`src/rtl/fe_fetch_queue_if.sv`:
```
// Fetch-queue bus: instruction memory port, redirect input, decode handshake and status.
// master = fetch queue, slave = surrounding core / testbench.
interface fe_fetch_queue_if #(
    parameter int DBITS    = 32,
    parameter int INSTBITS = 32,
    parameter int QDEPTH   = 4
);
    // Decode handshake: an entry moves only in a cycle where out_valid and
    // de_ready are both high and redirect_valid is low.
    logic [DBITS-1:0]            imem_addr;
    logic [INSTBITS-1:0]         imem_data;
    logic                        redirect_valid;
    logic [DBITS-1:0]            redirect_pc;
    logic                        de_ready;
    logic                        out_valid;
    logic [INSTBITS-1:0]         out_inst;
    logic [DBITS-1:0]            out_pc;
    logic [DBITS-1:0]            out_pcplus;
    logic [DBITS-1:0]            out_inst_count;
    logic [$clog2(QDEPTH):0]     q_occupancy;
    logic [DBITS-1:0]            perf_stall_cycles;
    logic [DBITS-1:0]            perf_flushes;

    modport master (
        output imem_addr, out_valid, out_inst, out_pc, out_pcplus, out_inst_count,
               q_occupancy, perf_stall_cycles, perf_flushes,
        input  imem_data, redirect_valid, redirect_pc, de_ready
    );

    modport slave (
        input  imem_addr, out_valid, out_inst, out_pc, out_pcplus, out_inst_count,
               q_occupancy, perf_stall_cycles, perf_flushes,
        output imem_data, redirect_valid, redirect_pc, de_ready
    );
endinterface

```
`src/rtl/fe_fetch_queue.sv`:
```
// Fetch front-end: owns the PC, fetches one instruction per cycle into a QDEPTH FIFO.
// Optional performance counters are enabled with `define FE_FETCH_QUEUE_PERF_EN.
module fe_fetch_queue #(
    parameter int               DBITS    = 32,
    parameter int               INSTBITS = 32,
    parameter int               QDEPTH   = 4,
    parameter logic [DBITS-1:0] STARTPC  = 32'h100,
    parameter int               INSTSIZE = 4
) (
    input  logic                clk,
    input  logic                reset,
    fe_fetch_queue_if.master    bus
);
    localparam int                QBITS = $clog2(QDEPTH);
    localparam logic [QBITS:0]    QFULL = (QBITS+1)'(QDEPTH);
    localparam logic [DBITS-1:0]  STEP  = DBITS'(INSTSIZE);

    logic [DBITS-1:0]    pc_q, pc_d;
    logic [DBITS-1:0]    cnt_q, cnt_d;
    logic [QBITS-1:0]    wr_ptr_q, wr_ptr_d;
    logic [QBITS-1:0]    rd_ptr_q, rd_ptr_d;
    logic [QBITS:0]      occ_q, occ_d;

    logic [INSTBITS-1:0] inst_mem_q   [QDEPTH];
    logic [DBITS-1:0]    pc_mem_q     [QDEPTH];
    logic [DBITS-1:0]    pcplus_mem_q [QDEPTH];
    logic [DBITS-1:0]    cnt_mem_q    [QDEPTH];

    logic out_valid;
    logic pop;
    logic push;
    logic full;

    assign out_valid = (occ_q != '0);
    assign full      = (occ_q == QFULL);
    assign pop       = out_valid & bus.de_ready & ~bus.redirect_valid;
    // A full queue can still take a fetch when the head leaves in the same cycle.
    assign push      = ~bus.redirect_valid & (~full | pop);

    always_comb begin
        pc_d     = pc_q;
        cnt_d    = cnt_q;
        wr_ptr_d = wr_ptr_q;
        rd_ptr_d = rd_ptr_q;
        occ_d    = occ_q;
        if (bus.redirect_valid) begin
            pc_d     = bus.redirect_pc;
            wr_ptr_d = '0;
            rd_ptr_d = '0;
            occ_d    = '0;
        end else begin
            if (push) begin
                pc_d     = pc_q + STEP;
                cnt_d    = cnt_q + 1'b1;
                wr_ptr_d = wr_ptr_q + 1'b1;
            end
            if (pop) begin
                rd_ptr_d = rd_ptr_q + 1'b1;
            end
            case ({push, pop})
                2'b10:   occ_d = occ_q + 1'b1;
                2'b01:   occ_d = occ_q - 1'b1;
                default: occ_d = occ_q;
            endcase
        end
    end

    always_ff @(posedge clk) begin
        if (reset) begin
            pc_q     <= STARTPC;
            cnt_q    <= DBITS'(1);
            wr_ptr_q <= '0;
            rd_ptr_q <= '0;
            occ_q    <= '0;
        end else begin
            pc_q     <= pc_d;
            cnt_q    <= cnt_d;
            wr_ptr_q <= wr_ptr_d;
            rd_ptr_q <= rd_ptr_d;
            occ_q    <= occ_d;
        end
    end

    // Storage needs no reset: entries are only visible while counted in occ_q.
    always_ff @(posedge clk) begin
        if (!reset && push) begin
            inst_mem_q[wr_ptr_q]   <= bus.imem_data;
            pc_mem_q[wr_ptr_q]     <= pc_q;
            pcplus_mem_q[wr_ptr_q] <= pc_q + STEP;
            cnt_mem_q[wr_ptr_q]    <= cnt_q;
        end
    end

    assign bus.imem_addr      = pc_q;
    assign bus.out_valid      = out_valid;
    assign bus.q_occupancy    = occ_q;
    assign bus.out_inst       = out_valid ? inst_mem_q[rd_ptr_q]   : '0;
    assign bus.out_pc         = out_valid ? pc_mem_q[rd_ptr_q]     : '0;
    assign bus.out_pcplus     = out_valid ? pcplus_mem_q[rd_ptr_q] : '0;
    assign bus.out_inst_count = out_valid ? cnt_mem_q[rd_ptr_q]    : '0;

`ifdef FE_FETCH_QUEUE_PERF_EN
    logic [DBITS-1:0] stall_q, stall_d;
    logic [DBITS-1:0] flush_q, flush_d;

    always_comb begin
        stall_d = stall_q;
        flush_d = flush_q;
        if (bus.redirect_valid) begin
            flush_d = flush_q + 1'b1;
        end else if (full && !pop) begin
            stall_d = stall_q + 1'b1;
        end
    end

    always_ff @(posedge clk) begin
        if (reset) begin
            stall_q <= '0;
            flush_q <= '0;
        end else begin
            stall_q <= stall_d;
            flush_q <= flush_d;
        end
    end

    assign bus.perf_stall_cycles = stall_q;
    assign bus.perf_flushes      = flush_q;
`else
    assign bus.perf_stall_cycles = '0;
    assign bus.perf_flushes      = '0;
`endif
endmodule
```
`src/flat_wrapper.sv`:
```
// flat-port wrapper written by rule: the top's interface ports become plain ports
module fe_fetch_queue_flat 
#(
    parameter int               DBITS    = 32,
    parameter int               INSTBITS = 32,
    parameter int               QDEPTH   = 4,
    parameter logic [DBITS-1:0] STARTPC  = 32'h100,
    parameter int               INSTSIZE = 4
)
  (clk, reset, bus_imem_addr, bus_out_valid, bus_out_inst, bus_out_pc, bus_out_pcplus, bus_out_inst_count, bus_q_occupancy, bus_perf_stall_cycles, bus_perf_flushes, bus_imem_data, bus_redirect_valid, bus_redirect_pc, bus_de_ready);
  fe_fetch_queue_if #(.DBITS(DBITS), .INSTBITS(INSTBITS), .QDEPTH(QDEPTH)) bus_i ();
  input  logic clk;
  input  logic reset;
  output wire logic [$bits(bus_i.imem_addr)-1:0] bus_imem_addr;
  output wire logic [$bits(bus_i.out_valid)-1:0] bus_out_valid;
  output wire logic [$bits(bus_i.out_inst)-1:0] bus_out_inst;
  output wire logic [$bits(bus_i.out_pc)-1:0] bus_out_pc;
  output wire logic [$bits(bus_i.out_pcplus)-1:0] bus_out_pcplus;
  output wire logic [$bits(bus_i.out_inst_count)-1:0] bus_out_inst_count;
  output wire logic [$bits(bus_i.q_occupancy)-1:0] bus_q_occupancy;
  output wire logic [$bits(bus_i.perf_stall_cycles)-1:0] bus_perf_stall_cycles;
  output wire logic [$bits(bus_i.perf_flushes)-1:0] bus_perf_flushes;
  input wire logic [$bits(bus_i.imem_data)-1:0] bus_imem_data;
  input wire logic [$bits(bus_i.redirect_valid)-1:0] bus_redirect_valid;
  input wire logic [$bits(bus_i.redirect_pc)-1:0] bus_redirect_pc;
  input wire logic [$bits(bus_i.de_ready)-1:0] bus_de_ready;
  assign bus_imem_addr = bus_i.imem_addr;
  assign bus_out_valid = bus_i.out_valid;
  assign bus_out_inst = bus_i.out_inst;
  assign bus_out_pc = bus_i.out_pc;
  assign bus_out_pcplus = bus_i.out_pcplus;
  assign bus_out_inst_count = bus_i.out_inst_count;
  assign bus_q_occupancy = bus_i.q_occupancy;
  assign bus_perf_stall_cycles = bus_i.perf_stall_cycles;
  assign bus_perf_flushes = bus_i.perf_flushes;
  assign bus_i.imem_data = bus_imem_data;
  assign bus_i.redirect_valid = bus_redirect_valid;
  assign bus_i.redirect_pc = bus_redirect_pc;
  assign bus_i.de_ready = bus_de_ready;
  fe_fetch_queue #(.DBITS(DBITS), .INSTBITS(INSTBITS), .QDEPTH(QDEPTH), .STARTPC(STARTPC), .INSTSIZE(INSTSIZE)) u_core (.clk(clk), .reset(reset), .bus(bus_i));
endmodule
```
`config.mk`:
```
export PLATFORM = sky130hd
export DESIGN_NAME = fe_fetch_queue_flat
export DESIGN_NICKNAME = d
export VERILOG_FILES = /design/src/rtl/fe_fetch_queue_if.sv /design/src/rtl/fe_fetch_queue.sv /design/src/flat_wrapper.sv
export SDC_FILE = /design/constraint.sdc
export NUM_CORES = 1
export LEC_CHECK = 0
export ABC_AREA = 1
export CAP_MARGIN = 15
export CORE_ASPECT_RATIO = 1.2
export CORE_UTILIZATION = 52
export DETAILED_ROUTE_END_ITERATION = 10
export GPL_ROUTABILITY_DRIVEN = 0
export GPL_TIMING_DRIVEN = 0
export PLACE_DENSITY = 0.73
export SLEW_MARGIN = 40
export SYNTH_ARGS = -nofsm -noshare
export SYNTH_HDL_FRONTEND = slang
export SYNTH_SLANG_ARGS = --single-unit
```
`constraint.sdc`:
```
create_clock -name clk -period 9.6 [get_ports clk]
set_input_delay 1.92 -clock clk [delete_from_list [all_inputs] [get_ports clk]]
set_output_delay 1.92 -clock clk [all_outputs]
set_load 0.05 [all_outputs]
```
==> flow_metrics.tcl, run 1 <==
set metrics [dict create \
    status "complete, no violations" \
    required_ns 7.68 \
    power_density_nw_per_um2 180 \
    cts_setup_buffers 0 \
    fin_ws_ns 3.79 \
    dpl.hpwl_mm 45.5 \
    synth_mux_area_share_pct 0 \
    rows 86 \
    vias_per_cell 5.51 \
    met3_usage_pct 4.91 \
    crit_family "buffers and inverters" \
    pre_cts_ws_ns 4.40 \
    finalWirelength_mm 66.2 \
    cap_violations 0 \
    busiest_layer "met2" \
    synth-main-ff-cell "edfxtp_1" \
    fin_skew_ns 0.0160 \
    synth_top_family_by_area "simple AND/OR/NAND/NOR gates" \
    drtAntennaViolNets 0 \
    worst_pin_slew_ns 0.715 \
    clk_latency_ns 0.59 \
    cts_sinks 577 \
    cp-start-kind "flop" \
    slowest_delay_ns 0.89 \
    drc 0 \
    synth_top_area_share_pct 62.2 \
    final_common_cell "nor2_1" \
    yosysUniqueCellTypes 37 \
    cts_buffers 54 \
    antenna_found_initial 1 \
    grt_pass1_vias 17200 \
    wl_per_cell_um 20.1 \
    yosysSeqAreaShare_pct 68.2 \
    max-vdd-ir-drop_mv 0.170 \
    synth_area_um2 24300 \
    synthAdderAreaFrac_pct 0.411 \
    ys_top_cells_by_area "edfxtp_1 62%, nor2_1 9.1%, dfxtp_1 6.0%" \
    path_class "reg -> out" \
    cts_max_level 2 \
    io_pins 296 \
    fp.coreArea_um2 46100 \
    cp-end-kind "output port" \
    io_buffers 229 \
    cts.path.max_buffers 3 \
    hold_buffers 0 \
    setup_viol 0 \
    final_util_pct 65.6 \
    grt_pass1_wl_mm 98.7 \
    mostFrequentLayoutCells "588 x nor2_1, 504 x edfxtp_1, 277 x o21ai_0" \
    cts_resized 0 \
    ys_ff_latch 577 \
    fmax_ghz 0.172 \
    crit_buf_inv 5 \
    fin_nets 2711 \
    ys_warn_count 0 \
    cp_common_cell "buf_2" \
    synth_compound_area_share_pct 9.91 \
    grt_max_degree 20 \
    grt_usage_pct 27.6 \
    dieWidth_um 200 \
    period_minus_slack_ns 5.81 \
    drive_gt1_share_pct 9.93 \
    slew_headroom_pct 52.3 \
    grt_use_met2_pct 45.7 \
    clk_pin_slew_ns 0.07 \
    drtPass1Iterations 7 \
    fin_total_pwr_uw 5440 \
    min_path_type "reg -> reg" \
    synth_edf_count 504 \
    hold_slack_ns 0.499 \
    use_met1_pct 35.3 \
    arrival_ns 3.89 \
    root_buffer "clkbuf_16" \
    hold_viol 0 \
    start_util_pct 52.9 \
    path_max_fanout 10 \
    synth_area_leader_cell "edfxtp_1" \
    num_vias 18100 \
    cp_cell_sequence "buf_2 -> inv_2 -> buf_2 -> clkbuf_1 -> o21ai_0 -> a21oi_1 -> clkdlybuf4s50_1" \
    synth_xor_area_share_pct 0.992 \
    p_leak_uw 0.0107 \
    async_reset_ff_share_pct 0 \
    synth_simple_gate_area_share_pct 15.2 \
    die_height_um 239 \
    syn_to_final_growth_pct 24.1 \
    cts_tree "done" \
    slew_violations 0 \
    slowest_stage "clkdlybuf4s50_1" \
    dieArea_um2 47700 \
    grt_setup_unrepaired "no" \
    post-route-period-util_pct 60.5 \
    syn_avg_cell_area_um2 10.8 \
    drtIter0Drc 1516 \
    grt_overflow 0 \
    postSynthCellCount 2252 \
]
[logic make-up (layout without fill, tap and decap cells)]
family                   count (synthesis)  after routing
buffers and inverters                  264            627
XOR/XNOR                                25             25
AND/OR/NAND/NOR                        912            912
adder cells (fa/ha/maj)                  8              8
flip-flops                             577            577
AO/OA/AOI/OAI                          465            465
other                                    1             65
[report_power, final]
group | switching [uW] | internal [uW]
combinational | 365 | 159
clock | 912 | 1200
sequential | 35.9 | 2770
[final timing paths]
kind,startpoint,endpoint,slack [ns],depth (start not counted)
max,flop,bus_out_pc[17],3.79,7
min reg2reg,u_core.rd_ptr_q[1]$_SDFFE_PP0P_,u_core.rd_ptr_q[1]$_SDFFE_PP0P_,0.50,1
max reg2reg,u_core.bus.q_occupancy[0]$_SDFFE_PP0P_,u_core.inst_mem_q[2][3]$_DFFE_PP_,6.72,8
min,u_core.rd_ptr_q[1]$_SDFFE_PP0P_,u_core.rd_ptr_q[1]$_SDFFE_PP0P_,0.50,1
[stage by stage]
stage	instance area, um2	TNS [ns]	instances
after detailed placement	28500	0	3195
after CTS	30200	0	3294
after floorplan	24600	0	2315
after global routing	30200	0	3295
after global placement	27600	-1682.56	3160
final	30200	0	3295
[flip-flops by register name (all words and copies together) (netlist names), named ones only]
name	count
u_core.inst_mem_q	128
u_core.wr_ptr_q	2
u_core.bus.imem_addr	32
u_core.pc_mem_q	120
u_core.pcplus_mem_q	128
u_core.rd_ptr_q	2
u_core.cnt_q	32
u_core.cnt_mem_q	128
u_core.bus.q_occupancy	3
[Yosys cell counts (all sizes together) (3+ instances only)]
cell      n
nand3    42
a21oi   157
o21ai   278
nand2   217
nand4    18
nor3     11
ha        8
and2      8
xnor2     8
inv      83
a31oi     3
buf     119
o21bai    4
edfxtp  504
a22oi    20
xor2     17
dfxtp    73
clkbuf   62
nor2    611
[layer usage]
layer / part of all wire, % / wire [um] / up-vias
met4: 4.4 / 2900 / 0
li1: - / - / 8399
met3: 8.5 / 5600 / 152
met1: 38 / 25400 / 8720
met5: 0 / 0 / -
met2: 49 / 32300 / 870
[area by class of cell]
class                   count  area (um2)
clock inverters            28         280
inverters                  83         312
plain buffers             181         986
clock buffers              71        1460
flip-flops and latches    577       16600
multi-input cells        1474        6720
diodes                      1        2.50
fillers                  3477       15800
repair buffers            264        3090
well taps                 616         771
No activity file was read; power rests on OpenSTA's default activity.
==> inputs of run 2 (changes only) <==
==> constraint.sdc (replaced) <==
create_clock -name clk -period 5.5 [get_ports clk]
set_input_delay 1.1 -clock clk [delete_from_list [all_inputs] [get_ports clk]]
set_output_delay 1.1 -clock clk [all_outputs]
set_load 0.05 [all_outputs]
==> results of run 2 <==
Same layout as run 1 (identical final DEF). Status: complete, no violations.
Main changes from that run: setup slack after placement 4.40 ns -> 1.12 ns; setup slack after layout 3.79 ns -> 0.512 ns; register-to-register setup slack 6.72 ns -> 2.62 ns; total power 5440 uW -> 9500 uW; worst IR drop on VDD 0.170 mV -> 0.297 mV
